==> config.mk <==
export PLATFORM = sky130hd
export DESIGN_NAME = clk_div_rst_gen
export DESIGN_NICKNAME = d
export VERILOG_FILES = /design/src/rtl/clk_rst_pkg.sv /design/src/rtl/clk_div_ch.sv /design/src/rtl/cluster_clock_mux2.sv /design/src/rtl/clk_div_rst_gen.sv
export SDC_FILE = /design/constraint.sdc
export NUM_CORES = 1
export LEC_CHECK = 0
export BUFFER_PORTS_ARGS = -buffer_cell sky130_fd_sc_hd__buf_4
export CAP_MARGIN = 25
export CORE_MARGIN = 2
export CORE_UTILIZATION = 63
export DETAILED_ROUTE_END_ITERATION = 6
export PLACE_DENSITY = 0.81
export SLEW_MARGIN = 20
export SYNTH_ARGS = -nofsm -noshare
export SYNTH_HDL_FRONTEND = slang
export SYNTH_SLANG_ARGS = --single-unit
export TNS_END_PERCENT = 10
==> constraint.sdc <==
create_clock -name clk_i -period 4.2 [get_ports clk_i]
set_input_delay 0 -clock clk_i [delete_from_list [all_inputs] [get_ports clk_i]]
set_output_delay 0 -clock clk_i [all_outputs]
set_load 0.05 [all_outputs]
==> src/rtl/clk_rst_pkg.sv <==
// Shared constants, config access encoding and release-threshold helper
// for the multi-domain clock/reset generator.
// Imported by clk_div_ch and clk_div_rst_gen.
package clk_rst_pkg;

    localparam int DIV_W_DEF = 8;
    localparam int DIV_MIN   = 2;

    typedef enum logic {
        CFG_WRITE = 1'b0,
        CFG_READ  = 1'b1
    } cfg_acc_e;

    // clk_i cycles after synchronised reset release before domain ch may leave reset
    function automatic int unsigned rel_thresh(input int unsigned dly, input int unsigned ch);
        return dly * (ch + 1);
    endfunction

endpackage

==> src/rtl/clk_div_ch.sv <==
// One divided-clock channel: wrap counter, active/pending divisor, registered clock, release flop.
// Latency: clock output registered; a new divisor applies at the next counter wrap.
// Backpressure: none; writes land in the pending register unconditionally.
module clk_div_ch
    import clk_rst_pkg::*;
#(
    parameter int DIV_W       = DIV_W_DEF,
    parameter int DIV_DEFAULT = 2
) (
    input  logic             i_clk,
    input  logic             i_rstn,
    input  logic             i_run,
    input  logic             i_rel_ok,
    input  logic             i_wr_en,
    input  logic [DIV_W-1:0] i_wr_div,
    output logic             o_clk,
    output logic             o_rstn,
    output logic [DIV_W-1:0] o_pending
);

    localparam logic [DIV_W-1:0] DIV_RST = DIV_W'(DIV_DEFAULT);

    logic [DIV_W-1:0] r_cnt;
    logic [DIV_W-1:0] r_div;
    logic [DIV_W-1:0] r_pend;
    logic             r_clk;
    logic             r_rstn;
    logic             w_wrap;
    logic [DIV_W-1:0] w_cnt_nxt;
    logic [DIV_W-1:0] w_div_nxt;

    // Wrap detection; the pending divisor is only adopted on a wrap so no period is cut short
    always_comb begin
        w_wrap    = (r_cnt == (r_div - DIV_W'(1)));
        w_cnt_nxt = w_wrap ? '0 : (r_cnt + DIV_W'(1));
        w_div_nxt = w_wrap ? r_pend : r_div;
    end

    // Counter, active divisor and registered clock (high for the first floor(D/2) counts)
    always_ff @(posedge i_clk or negedge i_rstn) begin
        if (!i_rstn) begin
            r_cnt <= '0;
            r_div <= DIV_RST;
            r_clk <= 1'b0;
        end else if (i_run) begin
            r_cnt <= w_cnt_nxt;
            r_div <= w_div_nxt;
            r_clk <= (w_cnt_nxt < (w_div_nxt >> 1));
        end
    end

    // Pending divisor; a later write before the wrap simply replaces an earlier one
    always_ff @(posedge i_clk or negedge i_rstn) begin
        if (!i_rstn) begin
            r_pend <= DIV_RST;
        end else if (i_wr_en) begin
            r_pend <= i_wr_div;
        end
    end

    // Sticky release, taken on a wrap so the reset deasserts with a rising clk_o edge
    always_ff @(posedge i_clk or negedge i_rstn) begin
        if (!i_rstn) begin
            r_rstn <= 1'b0;
        end else if (i_run && i_rel_ok && w_wrap) begin
            r_rstn <= 1'b1;
        end
    end

    assign o_clk     = r_clk;
    assign o_rstn    = r_rstn;
    assign o_pending = r_pend;

endmodule

==> src/rtl/cluster_clock_mux2.sv <==
// Two-input clock mux used for the testmode bypass of each divided clock.
// Latency: combinational.
// Backpressure: none; the select is expected to be static during operation.
module cluster_clock_mux2 (
    input  logic clk0_i,
    input  logic clk1_i,
    input  logic clk_sel_i,
    output logic clk_o
);

    // Behavioural model; in silicon this maps to the library glitch-free clock mux cell.
    assign clk_o = clk_sel_i ? clk1_i : clk0_i;

endmodule

==> src/rtl/clk_div_rst_gen.sv <==
// Multi-domain clock/reset generator: NUM_CH programmable divided clocks with staggered resets.
// Latency: reset sync 2 cycles, channel k released after RST_DLY*(k+1) cycles on a clk_o rise; cfg ack 1 cycle.
// Backpressure: cfg master holds cfg_req_i until the single-cycle cfg_ack_o.
module clk_div_rst_gen
    import clk_rst_pkg::*;
#(
    parameter int NUM_CH      = 4,
    parameter int DIV_W       = DIV_W_DEF,
    parameter int DIV_DEFAULT = 2,
    parameter int RST_DLY     = 8
) (
    input  logic                                            clk_i,
    input  logic                                            rstn_i,
    input  logic                                            testmode_i,
    input  logic                                            cfg_req_i,
    input  logic                                            cfg_wrn_i,
    input  logic [((NUM_CH > 1) ? $clog2(NUM_CH) : 1)-1:0]  cfg_add_i,
    input  logic [DIV_W-1:0]                                cfg_data_i,
    output logic                                            cfg_ack_o,
    output logic [DIV_W-1:0]                                cfg_r_data_o,
    output logic [NUM_CH-1:0]                               clk_o,
    output logic [NUM_CH-1:0]                               rstn_o,
    output logic                                            rst_done_o
);

    localparam int AW      = (NUM_CH > 1) ? $clog2(NUM_CH) : 1;
    localparam int SEQ_MAX = int'(rel_thresh(RST_DLY, NUM_CH - 1));
    localparam int SEQ_W   = $clog2(SEQ_MAX + 1);

    logic [1:0]        r_sync;
    logic [SEQ_W-1:0]  r_seq_cnt;
    logic              r_ack;
    logic [DIV_W-1:0]  r_rdata;
    logic              r_done;
    logic              w_run;
    logic              w_cfg_go;
    logic              w_is_wr;
    logic [DIV_W-1:0]  w_wr_div;
    logic [DIV_W-1:0]  w_rd_div;
    logic [NUM_CH-1:0] w_wr_en;
    logic [NUM_CH-1:0] w_clk_int;
    logic [NUM_CH-1:0] w_rstn_int;
    logic [DIV_W-1:0]  w_pend [NUM_CH];

    assign w_run    = r_sync[1];
    assign w_cfg_go = cfg_req_i & ~r_ack;
    assign w_is_wr  = (cfg_acc_e'(cfg_wrn_i) == CFG_WRITE);

    // Two-flop synchroniser: assertion is asynchronous, release is aligned to clk_i
    always_ff @(posedge clk_i or negedge rstn_i) begin
        if (!rstn_i) begin
            r_sync <= 2'b00;
        end else begin
            r_sync <= {r_sync[0], 1'b1};
        end
    end

    // Shared release sequence counter, saturating once the last channel's threshold is reached
    always_ff @(posedge clk_i or negedge rstn_i) begin
        if (!rstn_i) begin
            r_seq_cnt <= '0;
        end else if (w_run && (r_seq_cnt != SEQ_W'(SEQ_MAX))) begin
            r_seq_cnt <= r_seq_cnt + SEQ_W'(1);
        end
    end

    // Config decode: saturate written divisors, address out of range writes nothing and reads 0
    always_comb begin
        w_wr_div = (cfg_data_i < DIV_W'(DIV_MIN)) ? DIV_W'(DIV_MIN) : cfg_data_i;
        w_wr_en  = '0;
        w_rd_div = '0;
        for (int k = 0; k < NUM_CH; k++) begin
            if (cfg_add_i == AW'(k)) begin
                w_wr_en[k] = w_cfg_go & w_is_wr;
                w_rd_div   = w_pend[k];
            end
        end
    end

    // Single-cycle ack; read data is captured with the ack and held until the next read
    always_ff @(posedge clk_i or negedge rstn_i) begin
        if (!rstn_i) begin
            r_ack   <= 1'b0;
            r_rdata <= '0;
        end else begin
            r_ack <= w_cfg_go;
            if (w_cfg_go && !w_is_wr) begin
                r_rdata <= w_rd_div;
            end
        end
    end

    // All domains released; follows the last channel's release by one cycle
    always_ff @(posedge clk_i or negedge rstn_i) begin
        if (!rstn_i) begin
            r_done <= 1'b0;
        end else begin
            r_done <= &w_rstn_int;
        end
    end

    for (genvar k = 0; k < NUM_CH; k++) begin : g_ch
        logic w_rel_ok;
        assign w_rel_ok = (r_seq_cnt >= SEQ_W'(rel_thresh(RST_DLY, k)));

        clk_div_ch #(
            .DIV_W       (DIV_W),
            .DIV_DEFAULT (DIV_DEFAULT)
        ) u_ch (
            .i_clk     (clk_i),
            .i_rstn    (rstn_i),
            .i_run     (w_run),
            .i_rel_ok  (w_rel_ok),
            .i_wr_en   (w_wr_en[k]),
            .i_wr_div  (w_wr_div),
            .o_clk     (w_clk_int[k]),
            .o_rstn    (w_rstn_int[k]),
            .o_pending (w_pend[k])
        );

        cluster_clock_mux2 u_clk_mux (
            .clk0_i    (w_clk_int[k]),
            .clk1_i    (clk_i),
            .clk_sel_i (testmode_i),
            .clk_o     (clk_o[k])
        );

        assign rstn_o[k] = testmode_i ? rstn_i : w_rstn_int[k];
    end

    assign cfg_ack_o    = r_ack;
    assign cfg_r_data_o = r_rdata;
    assign rst_done_o   = r_done;

endmodule

==> flow_summary.yaml <==
sta:
  finalCritPeriodShare: 0.9540
  fmax_mhz: 249.6
  rsz0062_at_grt: "false"
  finalHoldWorstSlack_ns: 0.02470
  setup_viol: 0
  tns_ns: 0
  worstMarginPinSlew_ns: 0.7917
  fin_crit_ns: 4.007
  finalClockSkew_ns: 0.006082
  drv_slew: 0
  relSlewSlack: 0.4722
  hold_viol: 0
power:
  switching_share: 0.3589
  power.density_mw_per_mm2: 604.2
  p_seq_frac: 0.337
  combinationalPowerShare: 0.278
  switchingPower_mw: 1.922
  p_leak_nw: 3.864
  p_int_mw: 3.433
  vdd.ir_drop.worst_mv: 0.4126
  clock_power_share: 0.385
  total_power_mw: 5.355
clock_network:
  clkLatencyLatePin_ns: 0.54
  path_clk_slew_ns: 0.06
  cts_tree: "built"
synth:
  synth_cell_types: 63
  synth_cells: 727
  async_flop_share: 1.000
  yosysTopAreaCellShare: 0.3779
  yosysWarnings: 0
  yosys-top-cells-area: "dfrtp_1 38%, mux2_2 9.2%, xnor2_1 5.7%, ha_1 5.6%, mux2i_1 3.8%"
  synth_edf_count: 0
  mappedNetlistNets: 776
  syn_area_sq_mm: 0.007548
  ys.flop_type: "dfrtp_1"
  syn_avg_cell_area_sq_um: 10.38
  ys_seq_elements: 122
  seq_area_frac_synth: 0.4058
  yosysTopAreaCell: "dfrtp_1"
worst_setup_path:
  critical_path_required_ns: 4.68
  crit_path_start: "g_ch[0].u_ch.r_div[0]"
  criticalPathCategory: "register to register"
  reg2reg_from: "g_ch[0].u_ch.r_div[0]"
  worstPathMaxFanout: 17
  path_cells: "or4_1 > or4_1 > a2111oi_2 > o2111a_1 > buf_6 > mux2i_1 > ha_1 > and4_1 > o21ai_0 > a21oi_1 > a211oi_1 > o221a_2"
  crit_buf_inv: 1
  critPathSlowestCell: "or4_1"
  cp_common_cell: "or4_1"
  cp-start-kind: "register"
  cp_top_family: "compound AO/OA/AOI/OAI gates"
  crit_path_end_kind: "register"
  reg2reg_slack_ns: 0.19
  cp.arrival_ns: 4.48
  max_stage_delay_ns: 0.58
drt:
  wl_per_cell_microns: 20.98
  drtIter0Drc: 681
  via_per_inst: 6.538
  vias: 6093
  drc: 0
  drt_wl_total_mm: 19.56
  ant_nets: 0
  dr.pass1.iters: 6
finish:
  drive_gt1_frac: 0.2294
  diodes: 0
  nNetsFinal: 825
  layout_common_cells: "114 x dfrtp_1, 62 x mux2_2, 52 x o21ai_0"
  syn2layout_area_growth_pct: 17.42
  layout_commonest_cell: "dfrtp_1"
  num-fill-cells: 693
global_routing:
  grt_max_degree: 63
  grt_remaining_overflow: 0
  grt_usage: 0.3313
  grt_pass1_vias: 6447
  grt_pass1_wl_mm: 32.87
  antenna_found_initial: 0
run:
  cap_violations: 0
floorplan:
  die_w_microns: 113.5
  ioPinCount: 33
  initial_utilization: 0.6527
  die_y_microns: 113.5
  die-area_sq_mm: 0.01287
  coreArea_sq_mm: 0.01156
  num_rows: 39
outcome:
  outcome: "finished, final reports clean"
worst_hold_path:
  hp-start: "cfg_add_i[1]"
  hold_class: "input pin to register"
placement:
  dp_hpwl_mm: 12.64
  portBuffers: 32
  place.gp.congestion: 0.9125
## repair_timing
item | 4_1_cts | 5_1_grt
hold buffers | 12 | 0
endpoints found under the setup margin | 0 | 1
setup buffers | 0 | 0
hold endpoints to repair | 93 | 0
resized for setup | 0 | 1
## worst paths after layout
check / end / cells past startpoint
min in group asynchronous: g_ch[0].u_ch.r_cnt[5] / 2
max in group asynchronous: g_ch[3].u_ch.r_cnt[5] / 3
hold reg to reg: r_sync[1] / 0
setup reg to reg: g_ch[0].u_ch.o_clk / 12
hold / removal: cfg_r_data_o[7] / 3
setup / recovery: g_ch[0].u_ch.o_clk / 12
## Yosys cell counts, drive strengths merged, types with 17 or more instances
cell type,number
mux2i,29
o21ai,52
dfrtp,114
mux2,70
inv,28
nand3,18
nor2b,23
a21oi,23
nand2,30
nor2,48
clkbuf,17
xnor2,49
nor3,22
buf,18
ha,34
## sequential cells by signal (all words and copies together) (netlist names)
name	count
g_ch.u_ch.o_clk	4
g_ch.u_ch.o_rstn	4
rst_done_o	1
cfg_r_data_o	8
r_sync	2
cfg_ack_o	1
r_seq_cnt	6
g_ch.u_ch.r_div	32
g_ch.u_ch.o_pending	32
g_ch.u_ch.r_cnt	32
## per-layer routing
metal	vias up	share of wire	track usage
met2	273	0.50	0.5509
li1	2736	-	-
met3	85	0.057	0.08555
met4	0	0.041	0.1870
met1	2999	0.40	0.3930
met5	-	0	0
## cell families (layout without fill, tap and decap cells)
group	after synthesis	count (layout)	synth area share
XOR/XNOR	59	59	0.06846
AND/OR/NAND/NOR	202	202	0.1412
AO/OA/AOI/OAI	139	139	0.1202
flip-flops	122	122	0.4058
other	1	1	0.0004968
adder cells (fa/ha/maj)	34	34	0.05636
multiplexers	107	107	0.1707
buffers and inverters	63	125	0.03680
## final cells by class
type	count	area, sq um	area share
Multi-Input combinational cell	542	4223	0.4764
Sequential cell	122	3063	0.3456
Clock buffer	32	719.4	0.08117
Timing Repair Buffer	51	416.7	0.04701
Tap cell	143	178.9	0.02019
Clock inverter	14	157.7	0.01779
Inverter	28	105.1	0.01186
## worst min-delay path, cell delays in order
cell and delay (ns):
buf_4 0.18, mux4_2 0.20, mux2_2 0.15
## per-stage QoR
| step | cells | util | setup slack, ns | instance area [sq um] |
|---|---|---|---|---|
| floorplan | 727 | - | 0.5075 | 7548 |
| global placement | 878 | 0.6825 | 0.4625 | 7893 |
| detailed placement | 878 | 0.6825 | 0.2094 | 7893 |
| CTS | 932 | 0.7661 | 0.1873 | 8860 |
| global route | 932 | 0.7664 | 0.02864 | 8864 |
| finish | 932 | 0.7664 | 0.1933 | 8864 |
## power by group through the flow
stage	combinational (mW)	sequential (mW)	clock [mW]
global route	1.64	1.84	2.14
finish	1.49	1.80	2.06
global placement	1.34	1.78	0.137
CTS	1.48	1.79	2.07
floorplan	1.03	1.76	0.137
detailed placement	1.43	1.80	0.137
Power figures use the tool's default switching activity.
